File: src/rtl/instr_prefetch_queue_if.sv
// Bus bundle between the prefetch queue, instruction memory and IF stage.
// master = prefetch unit side, slave = memory/IF-stage side.
interface instr_prefetch_queue_if #(
  parameter int unsigned DEPTH = 4
);
  logic                      redirect;
  logic [15:0]               redirect_pc;
  logic                      mem_req;
  logic [15:0]               mem_addr;
  logic                      mem_ack;
  logic [15:0]               mem_rdata;
  logic                      pop;
  logic                      inst_valid;
  logic [15:0]               inst;
  logic [15:0]               inst_pc;
  logic [$clog2(DEPTH):0]    count;

  modport master (
    input  redirect, redirect_pc, mem_ack, mem_rdata, pop,
    output mem_req, mem_addr, inst_valid, inst, inst_pc, count
  );

  modport slave (
    output redirect, redirect_pc, mem_ack, mem_rdata, pop,
    input  mem_req, mem_addr, inst_valid, inst, inst_pc, count
  );
endinterface

File: src/rtl/instr_prefetch_queue.sv
// Sequential instruction prefetcher: one outstanding req/ack fetch at a time,
// {PC, instruction} FIFO toward IF, redirect flushes and restarts fetching.
module instr_prefetch_queue #(
  parameter int unsigned DEPTH    = 4,
  parameter logic [15:0] RESET_PC = 16'h0000,
  parameter logic [15:0] PC_STEP  = 16'h0001
) (
  input logic                    clk,
  input logic                    rst_n,
  instr_prefetch_queue_if.master bus
);

  localparam int unsigned PTR_W = $clog2(DEPTH);
  localparam int unsigned CNT_W = PTR_W + 1;
  localparam logic [CNT_W-1:0] FULL    = CNT_W'(DEPTH);
  localparam logic [PTR_W-1:0] PTR_ONE = PTR_W'(1);

  typedef enum logic [1:0] {
    IDLE,
    REQ,
    DISCARD
  } state_e;

  state_e           state_q, state_d;
  logic [15:0]      fetch_pc_q, fetch_pc_d;
  logic             mem_req_q, mem_req_d;
  logic [15:0]      mem_addr_q, mem_addr_d;
  logic [PTR_W-1:0] wr_ptr_q, wr_ptr_d;
  logic [PTR_W-1:0] rd_ptr_q, rd_ptr_d;
  logic [CNT_W-1:0] count_q, count_d;
  logic [15:0]      pc_mem_q  [DEPTH];
  logic [15:0]      pc_mem_d  [DEPTH];
  logic [15:0]      ins_mem_q [DEPTH];
  logic [15:0]      ins_mem_d [DEPTH];
  logic             wr_en;
  logic             pop_en;

  always_comb begin
    state_d    = state_q;
    fetch_pc_d = fetch_pc_q;
    wr_ptr_d   = wr_ptr_q;
    rd_ptr_d   = rd_ptr_q;
    pc_mem_d   = pc_mem_q;
    ins_mem_d  = ins_mem_q;

    wr_en  = (state_q == REQ) && bus.mem_ack && !bus.redirect;
    pop_en = bus.pop && (count_q != '0) && !bus.redirect;

    if (wr_en) begin
      pc_mem_d[wr_ptr_q]  = fetch_pc_q;
      ins_mem_d[wr_ptr_q] = bus.mem_rdata;
      wr_ptr_d            = wr_ptr_q + PTR_ONE;
    end
    if (pop_en) begin
      rd_ptr_d = rd_ptr_q + PTR_ONE;
    end
    count_d = count_q + CNT_W'(wr_en) - CNT_W'(pop_en);

    if (bus.redirect) begin
      count_d    = '0;
      wr_ptr_d   = '0;
      rd_ptr_d   = '0;
      fetch_pc_d = bus.redirect_pc;
      // A request still waiting for its ack must be drained before restarting.
      if ((state_q != IDLE) && !bus.mem_ack) begin
        state_d = DISCARD;
      end else begin
        state_d = REQ;
      end
    end else begin
      unique case (state_q)
        IDLE: begin
          if (count_q < FULL) begin
            state_d = REQ;
          end
        end
        REQ: begin
          if (bus.mem_ack) begin
            fetch_pc_d = fetch_pc_q + PC_STEP;
            state_d    = (count_d < FULL) ? REQ : IDLE;
          end
        end
        DISCARD: begin
          if (bus.mem_ack) begin
            state_d = REQ;
          end
        end
        default: state_d = IDLE;
      endcase
    end

    // Address only moves when a fresh request starts; DISCARD/IDLE hold it.
    mem_req_d  = (state_d != IDLE);
    mem_addr_d = (state_d == REQ) ? fetch_pc_d : mem_addr_q;
  end

  always_ff @(posedge clk or negedge rst_n) begin
    if (!rst_n) begin
      state_q    <= IDLE;
      fetch_pc_q <= RESET_PC;
      mem_req_q  <= 1'b0;
      mem_addr_q <= RESET_PC;
      wr_ptr_q   <= '0;
      rd_ptr_q   <= '0;
      count_q    <= '0;
      for (int unsigned i = 0; i < DEPTH; i++) begin
        pc_mem_q[i]  <= '0;
        ins_mem_q[i] <= '0;
      end
    end else begin
      state_q    <= state_d;
      fetch_pc_q <= fetch_pc_d;
      mem_req_q  <= mem_req_d;
      mem_addr_q <= mem_addr_d;
      wr_ptr_q   <= wr_ptr_d;
      rd_ptr_q   <= rd_ptr_d;
      count_q    <= count_d;
      pc_mem_q   <= pc_mem_d;
      ins_mem_q  <= ins_mem_d;
    end
  end

  assign bus.mem_req    = mem_req_q;
  assign bus.mem_addr   = mem_addr_q;
  assign bus.inst_valid = (count_q != '0);
  assign bus.inst       = ins_mem_q[rd_ptr_q];
  assign bus.inst_pc    = pc_mem_q[rd_ptr_q];
  assign bus.count      = count_q;

endmodule

File: src/flat_wrapper.sv
// flat-port wrapper written by rule: the top's interface ports become plain ports
module instr_prefetch_queue_flat 
#(
  parameter int unsigned DEPTH    = 4,
  parameter logic [15:0] RESET_PC = 16'h0000,
  parameter logic [15:0] PC_STEP  = 16'h0001
)
  (clk, rst_n, bus_redirect, bus_redirect_pc, bus_mem_ack, bus_mem_rdata, bus_pop, bus_mem_req, bus_mem_addr, bus_inst_valid, bus_inst, bus_inst_pc, bus_count);
  instr_prefetch_queue_if #(.DEPTH(DEPTH)) bus_i ();
  input logic clk;
  input logic rst_n;
  input wire logic [$bits(bus_i.redirect)-1:0] bus_redirect;
  input wire logic [$bits(bus_i.redirect_pc)-1:0] bus_redirect_pc;
  input wire logic [$bits(bus_i.mem_ack)-1:0] bus_mem_ack;
  input wire logic [$bits(bus_i.mem_rdata)-1:0] bus_mem_rdata;
  input wire logic [$bits(bus_i.pop)-1:0] bus_pop;
  output wire logic [$bits(bus_i.mem_req)-1:0] bus_mem_req;
  output wire logic [$bits(bus_i.mem_addr)-1:0] bus_mem_addr;
  output wire logic [$bits(bus_i.inst_valid)-1:0] bus_inst_valid;
  output wire logic [$bits(bus_i.inst)-1:0] bus_inst;
  output wire logic [$bits(bus_i.inst_pc)-1:0] bus_inst_pc;
  output wire logic [$bits(bus_i.count)-1:0] bus_count;
  assign bus_i.redirect = bus_redirect;
  assign bus_i.redirect_pc = bus_redirect_pc;
  assign bus_i.mem_ack = bus_mem_ack;
  assign bus_i.mem_rdata = bus_mem_rdata;
  assign bus_i.pop = bus_pop;
  assign bus_mem_req = bus_i.mem_req;
  assign bus_mem_addr = bus_i.mem_addr;
  assign bus_inst_valid = bus_i.inst_valid;
  assign bus_inst = bus_i.inst;
  assign bus_inst_pc = bus_i.inst_pc;
  assign bus_count = bus_i.count;
  instr_prefetch_queue #(.DEPTH(DEPTH), .RESET_PC(RESET_PC), .PC_STEP(PC_STEP)) u_core (.clk(clk), .rst_n(rst_n), .bus(bus_i));
endmodule
File: config.mk
export PLATFORM = sky130hd
export DESIGN_NAME = instr_prefetch_queue_flat
export DESIGN_NICKNAME = d
export VERILOG_FILES = /design/src/rtl/instr_prefetch_queue_if.sv /design/src/rtl/instr_prefetch_queue.sv /design/src/flat_wrapper.sv
export SDC_FILE = /design/constraint.sdc
export NUM_CORES = 1
export LEC_CHECK = 0
export ABC_CLOCK_PERIOD_IN_PS = 7100
export BUFFER_PORTS_ARGS = -buffer_cell sky130_fd_sc_hd__buf_2
export CAP_MARGIN = 40
export CELL_PAD_IN_SITES_DETAIL_PLACEMENT = 1
export CELL_PAD_IN_SITES_GLOBAL_PLACEMENT = 2
export CORE_MARGIN = 2
export CORE_UTILIZATION = 45
export CTS_CLUSTER_DIAMETER = 120
export DETAILED_ROUTE_END_ITERATION = 16
export GPL_TIMING_DRIVEN = 0
export PLACE_DENSITY_LB_ADDON = 0.08
export SLEW_MARGIN = 25
export SYNTH_ARGS = -nofsm -noshare
export SYNTH_HDL_FRONTEND = slang
export SYNTH_SLANG_ARGS = --single-unit
File: constraint.sdc
create_clock -name clk -period 7.1 [get_ports clk]
set_clock_uncertainty 0.05 [all_clocks]
set_input_delay 0 -clock clk [delete_from_list [all_inputs] [get_ports clk]]
set_output_delay 0 -clock clk [all_outputs]
set_load 0.03 [all_outputs]
-- Word level (Yosys, flattened, before mapping)
Cells that the tools add are included.
- output and inout port bits: 53
- bits in latches: 0
- ROM bits: 0
- register bits: 170
- logic and storage cells: 69
- input bits: 37
- RAM bits: 0
- memories: 0
- reduce and logical (&&, ||, !) cells: 14
- multiplexer cells: 25
- magnitude comparators: 5
- shift-type cells: 0
- $add $sub $neg: 5
- eq/ne operators: 3
- div/mod/pow operators: 0
- multiply operators: 0
- bitwise logic cells: 2
- operators by type and width (operator ; count):
    $bwmux W64 ; 2
    $mux W16 ; 8
    $bmux W16 S2 ; 2
    $demux W16 S2 ; 1
    $mux W2 ; 9
    $add A16 B1 Y16 const B ; 1
    $reduce_bool A2 Y1 ; 4
    $ge A3 B3 Y1 const B ; 2
    $logic_and A1 B1 Y1 ; 6
    $lt A3 B3 Y1 const B ; 2
    $not A2 Y3 ; 2
    $pmux W2 S3 ; 1
    $add A2 B1 Y2 const B ; 2
    $eq A2 B1 Y1 const B ; 2
    $add A3 B1 Y3 ; 1
    $lt A3 B1 Y1 const B ; 1
    $mux W3 ; 1
    $reduce_bool A3 Y1 ; 1
    $sub A3 B1 Y3 ; 1
    $eq A2 B2 Y1 const B ; 1
    $logic_not A1 Y1 ; 2
    $logic_not A2 Y1 ; 1
    $mux W1 ; 1

-- Depth between registers and ports, before layout
- depth in word-level cells: 11
- mapped depth: 15
- mapped depth without buffers: 13

-- Worst setup path before layout
Ideal clock, no wire load.
- path type: register to register
- from: reg u_core.count_q[2], in the netlist u_core.bus.count[2]
- to: reg u_core.mem_addr_q[10], in the netlist u_core.bus.mem_addr[10]
- setup time: 0.125 ns
- path buffers: 1
- data arrival time: 3.576 ns
- path slack: 3.348 ns
- stages on the path, launching flop included: 15
- cells stage by stage: dfrtp_1 > or3_2 > nand2_1 > nor2_1 > ha_1 > inv_1 > ha_1 > inv_1 > fa_1 > xnor2_1 > a21oi_1 > or4b_4 > nand3_4 > buf_12 > mux2_4
- longest elaborated chain between the ends: 10
- elaborated cells on any way between the ends: 13
- those cells by class: add/sub: 2; order compare: 2; eq/ne: 1; mux: 5; reduce/logical: 3
- ends and longest elaborated chain (item ; RTL line ; text):
    start, declared ; instr_prefetch_queue.sv:30 ; logic [CNT_W-1:0] count_q, count_d;
    start signal, assigned ; instr_prefetch_queue.sv:117 ; count_q <= count_d;
    $reduce_bool A3 Y1 ; n/a ;
    net bus_inst_valid ; flat_wrapper.sv:19 ; output wire logic [$bits(bus_i.inst_valid)-1:0] bus_inst_valid;
    $logic_and A1 B1 Y1 (2 in series) ; instr_prefetch_queue.sv:47 ; pop_en = bus.pop && (count_q != '0) && !bus.redirect;
    $sub A3 B1 Y3 ; instr_prefetch_queue.sv:57 ; count_d = count_q + CNT_W'(wr_en) - CNT_W'(pop_en);
    $lt A3 B3 Y1 ; instr_prefetch_queue.sv:80 ; state_d = (count_d < FULL) ? REQ : IDLE;
    $mux W1 ; instr_prefetch_queue.sv:80 ;
    $mux W2 ; instr_prefetch_queue.sv:78 ; if (bus.mem_ack) begin
    $pmux W2 S3 ; instr_prefetch_queue.sv:71 ; unique case (state_q)
    $mux W2 ; instr_prefetch_queue.sv:59 ; if (bus.redirect) begin
    $eq A2 B1 Y1 ; instr_prefetch_queue.sv:94 ; mem_addr_d = (state_d == REQ) ? fetch_pc_d : mem_addr_q;
    end signal, assigned ; instr_prefetch_queue.sv:114 ; mem_addr_q <= mem_addr_d;
    end, declared ; instr_prefetch_queue.sv:27 ; logic [15:0] mem_addr_q, mem_addr_d;
The timed path passes the listed nets, and every way through them passes these cells.
A chain may end at the register's enable or synchronous reset.

-- Worst setup path after layout
- from: reg u_core.count_q[2], in the netlist u_core.bus.count[2]
- to: reg u_core.mem_addr_q[7], in the netlist u_core.bus.mem_addr[7]
- longest elaborated chain between the ends: 10
- elaborated cells on any way between the ends: 13
- those cells by class: add/sub: 2; order compare: 2; eq/ne: 1; mux: 5; reduce/logical: 3
- ends and longest elaborated chain (item ; RTL line):
    parallel branches: the longest is 7 deep, another holds $add A3 B1 Y3 ; n/a
    $pmux W2 S3 * ; instr_prefetch_queue.sv:71
    $mux W2 * ; instr_prefetch_queue.sv:59
    $eq A2 B1 Y1 * ; instr_prefetch_queue.sv:94
Mark *: on every way between the ends.

==> flow_metrics.py <==
metrics = {
    "status": {
        "status": "finished clean",
    },
    "sta": {
        "tns_ns": 0,
        "timing.fmax_ghz": 0.266,
        "hold_viol": 0,
        "max-slew-margin-rel": 0.530,
        "fin_crit_sh": 0.530,
        "worst_pin_slew_ns": 0.705,
        "min_period_ns": 3.76,
        "fin_ws_ns": 3.34,
        "rsz0062_at_grt": "false",
        "slew_viol_final": 0,
        "setup_viol": 0,
    },
    "worst_setup_path": {
        "path_class": "flip-flop to flip-flop",
        "critPathMaxStageDelay_ns": 0.52,
        "critPathCaptureType": "flip-flop",
        "critPathArrivalTime_ns": 4.02,
        "cp_data_required_time_ns": 7.36,
        "reg2reg_from": "u_core.bus.count[2]",
        "crit_path_start": "u_core.bus.count[2]",
        "cp_slowest_cell": "or3_2",
        "cp_cell_sequence": "or3_2, nand2_1, nor2_1, ha_1, inv_1, ha_1, inv_1, fa_1, xnor2_1, a21oi_1, or4b_4, nand3_4, buf_12, mux2_4",
        "startpoint_type": "flip-flop",
        "path_max_fanout": 10,
    },
    "floorplanning": {
        "die_area_um2": 18100,
        "rows": 47,
        "start_util": 0.461,
        "ios": 90,
        "chipWidth_um": 135,
        "core_area_um2": 16600,
        "die_h_um": 135,
    },
    "place": {
        "port_buffers": 87,
        "place_area_um2": 8420,
        "gp_congestion": 0.763,
        "dp_hpwl_mm": 11.7,
        "dp_slack_ns": 3.10,
    },
    "cells_and_area": {
        "stdcell_area_um2": 9390,
        "fill_cells": 1603,
        "area_delta_synth_final_pct": 22.4,
        "final_nets": 697,
        "mostFrequentLayoutCell": "dfrtp_1",
        "diodes": 0,
        "regArea_um2": 4250,
        "multi_input_area_um2": 3200,
        "drive_above_1_share": 0.496,
        "final_cell_mix": "dfrtp_1 (170), mux2_2 (135), buf_2 (105)",
    },
    "grt": {
        "grt_pass1_vias": 5214,
        "grt_usage": 0.202,
        "grt_max_degree": 89,
        "grt_first_pass_wirelength_mm": 27.8,
        "antenna_found_initial": 0,
        "grt_overflow": 0,
    },
    "logic_synthesis": {
        "synth_compound_area_frac": 0.0155,
        "yosys.area_share.simple": 0.0538,
        "ys_types": 41,
        "synth_top_family_by_area": "multiplexers",
        "synthMuxAreaShare": 0.312,
        "async_flop_share": 1.00,
        "syn_area_um2": 7670,
        "netlist_instances": 510,
        "synth-xor-area-share": 0.0217,
        "synth_edf_count": 0,
        "synth_fa_ha_area_frac": 0.0140,
        "synth_warnings": 0,
        "synth_ff_type": "dfrtp_1",
        "syn_nets": 555,
        "yosysSeqAreaShare": 0.555,
        "avgSynthCellArea_um2": 15.0,
        "ys_seq_elements": 170,
    },
    "routing": {
        "remaining_drc_errors": 0,
        "detail_route.iter0.violations": 167,
        "postRouteAntennaNets": 0,
        "via_count": 4666,
        "post_drt_wl_per_cell_um": 19.4,
        "post_drt_via_cell_ratio": 5.27,
        "routed_wl_mm": 17.1,
        "firstDrtPassIters": 4,
    },
    "clock_tree": {
        "clk_latency_ns": 0.43,
        "clock_path_buffers": 2,
        "cts_tree": "yes",
        "clock-root-buffer": "clkbuf_16",
        "clkTransAtPathRegs_ns": 0.06,
        "cts_max_level": 4,
        "cts_num_sinks": 170,
        "numCtsBuffers": 17,
        "post_cts_resized": 0,
    },
    "pwr": {
        "powerDensity_nw_per_um2": 419,
        "power.leakage_nw": 4.36,
        "vdd_ir_drop_max_mv": 0.183,
    },
    "min_path": {
        "hold_path.class": "input port to async pin",
    },
    "job": {
        "cap_violations": 0,
    },
}
==> synthesized netlist by cell type, types with 7 or more instances <==
cell type | number | area, µm²
clkbuf_1 | 12 | 45.0
nor2_1 | 10 | 37.5
buf_2 | 19 | 95.1
mux2_4 | 8 | 120
xor2_1 | 8 | 70.1
mux2_2 | 135 | 1520
o21ai_0 | 18 | 90.1
dfrtp_1 | 170 | 4250
nand2_1 | 24 | 90.1
mux4_2 | 32 | 721
xnor2_1 | 11 | 96.3
ha_1 | 7 | 87.6
inv_1 | 10 | 37.5
==> per-layer routing <==
layer,routed length [µm],vias up,global-route usage
met5,0,-,0
met4,314,0,0.0731
met3,421,22,0.0315
met2,8860,89,0.351
met1,7530,2430,0.257
li1,-,2125,-
==> power by group <==
group	internal [mW]	switching (mW)	leakage, nW
Combinational	0.672	0.790	1.87
Clock	0.615	0.364	0.308
Sequential	1.31	0.186	2.18
==> critical path, delay by kind of cell, from the launching register on <==
kind            cells  cell delay [ns]
xor+xnor            1             0.28
buf+inv             3             0.27
mux                 1             0.31
flops               1             0.42
fa+ha+maj           3             0.79
simple gates        5             1.39
compound gates      1             0.12
==> through the flow <==
stage               utilization  power, mW  hold slack, ns  cells
floorplan                     -       2.57          -0.346    510
global placement          0.503       2.90           0.171    817
detailed placement        0.506       2.98        -0.00723    818
CTS                       0.564       3.99           0.108    885
global route              0.564       4.14           0.156    885
finish                    0.564       3.94          0.0926    885
==> path summary, 6_finish.rpt <==
kind	end	slack [ns]	cells after the start
max	u_core.bus.mem_addr[7]	3.34	14
min	u_core.ins_mem_q[41]	0.09	2
max reg2reg	u_core.bus.mem_addr[7]	3.34	14
min reg2reg	u_core.pc_mem_q[11]	0.45	1
max in group asynchronous	u_core.pc_mem_q[9]	6.04	3
min in group clk	u_core.fetch_pc_q[15]	0.12	4
==> what timing repair did <==
action / 4_1_cts / 5_1_grt
hold buffers: 35 / 0
hold endpoints to repair: 182 / 0
buffers inserted: 0 / 0
==> cell families (layout without fill, tap and decap cells) <==
| group | count (synthesis) | count (layout) |
|---|---|---|
| flops | 170 | 170 |
| fa+ha+maj | 8 | 8 |
| buf+inv | 45 | 200 |
| xor+xnor | 19 | 19 |
| mux | 178 | 178 |
| simple gates | 68 | 68 |
| compound gates | 22 | 22 |
==> cell type report <==
class                   count  share of cell area
plain buffers              35              0.0192
clock inverters             8              0.0149
well taps                 220              0.0293
repair buffers            123              0.0877
multi-input cells         295               0.340
inverters                  10             0.00400
flip-flops and latches    170               0.453
clock buffers              24              0.0513
==> state kept, by name, indices dropped and copies added (netlist names) <==
name and count:
u_core.bus.mem_req 1, u_core.bus.count 3, u_core.rd_ptr_q 2, u_core.state_q 2, u_core.fetch_pc_q 16, u_core.wr_ptr_q 2, u_core.bus.mem_addr 16, u_core.pc_mem_q 64
u_core.ins_mem_q 64
Power figures use the tool's default switching activity.
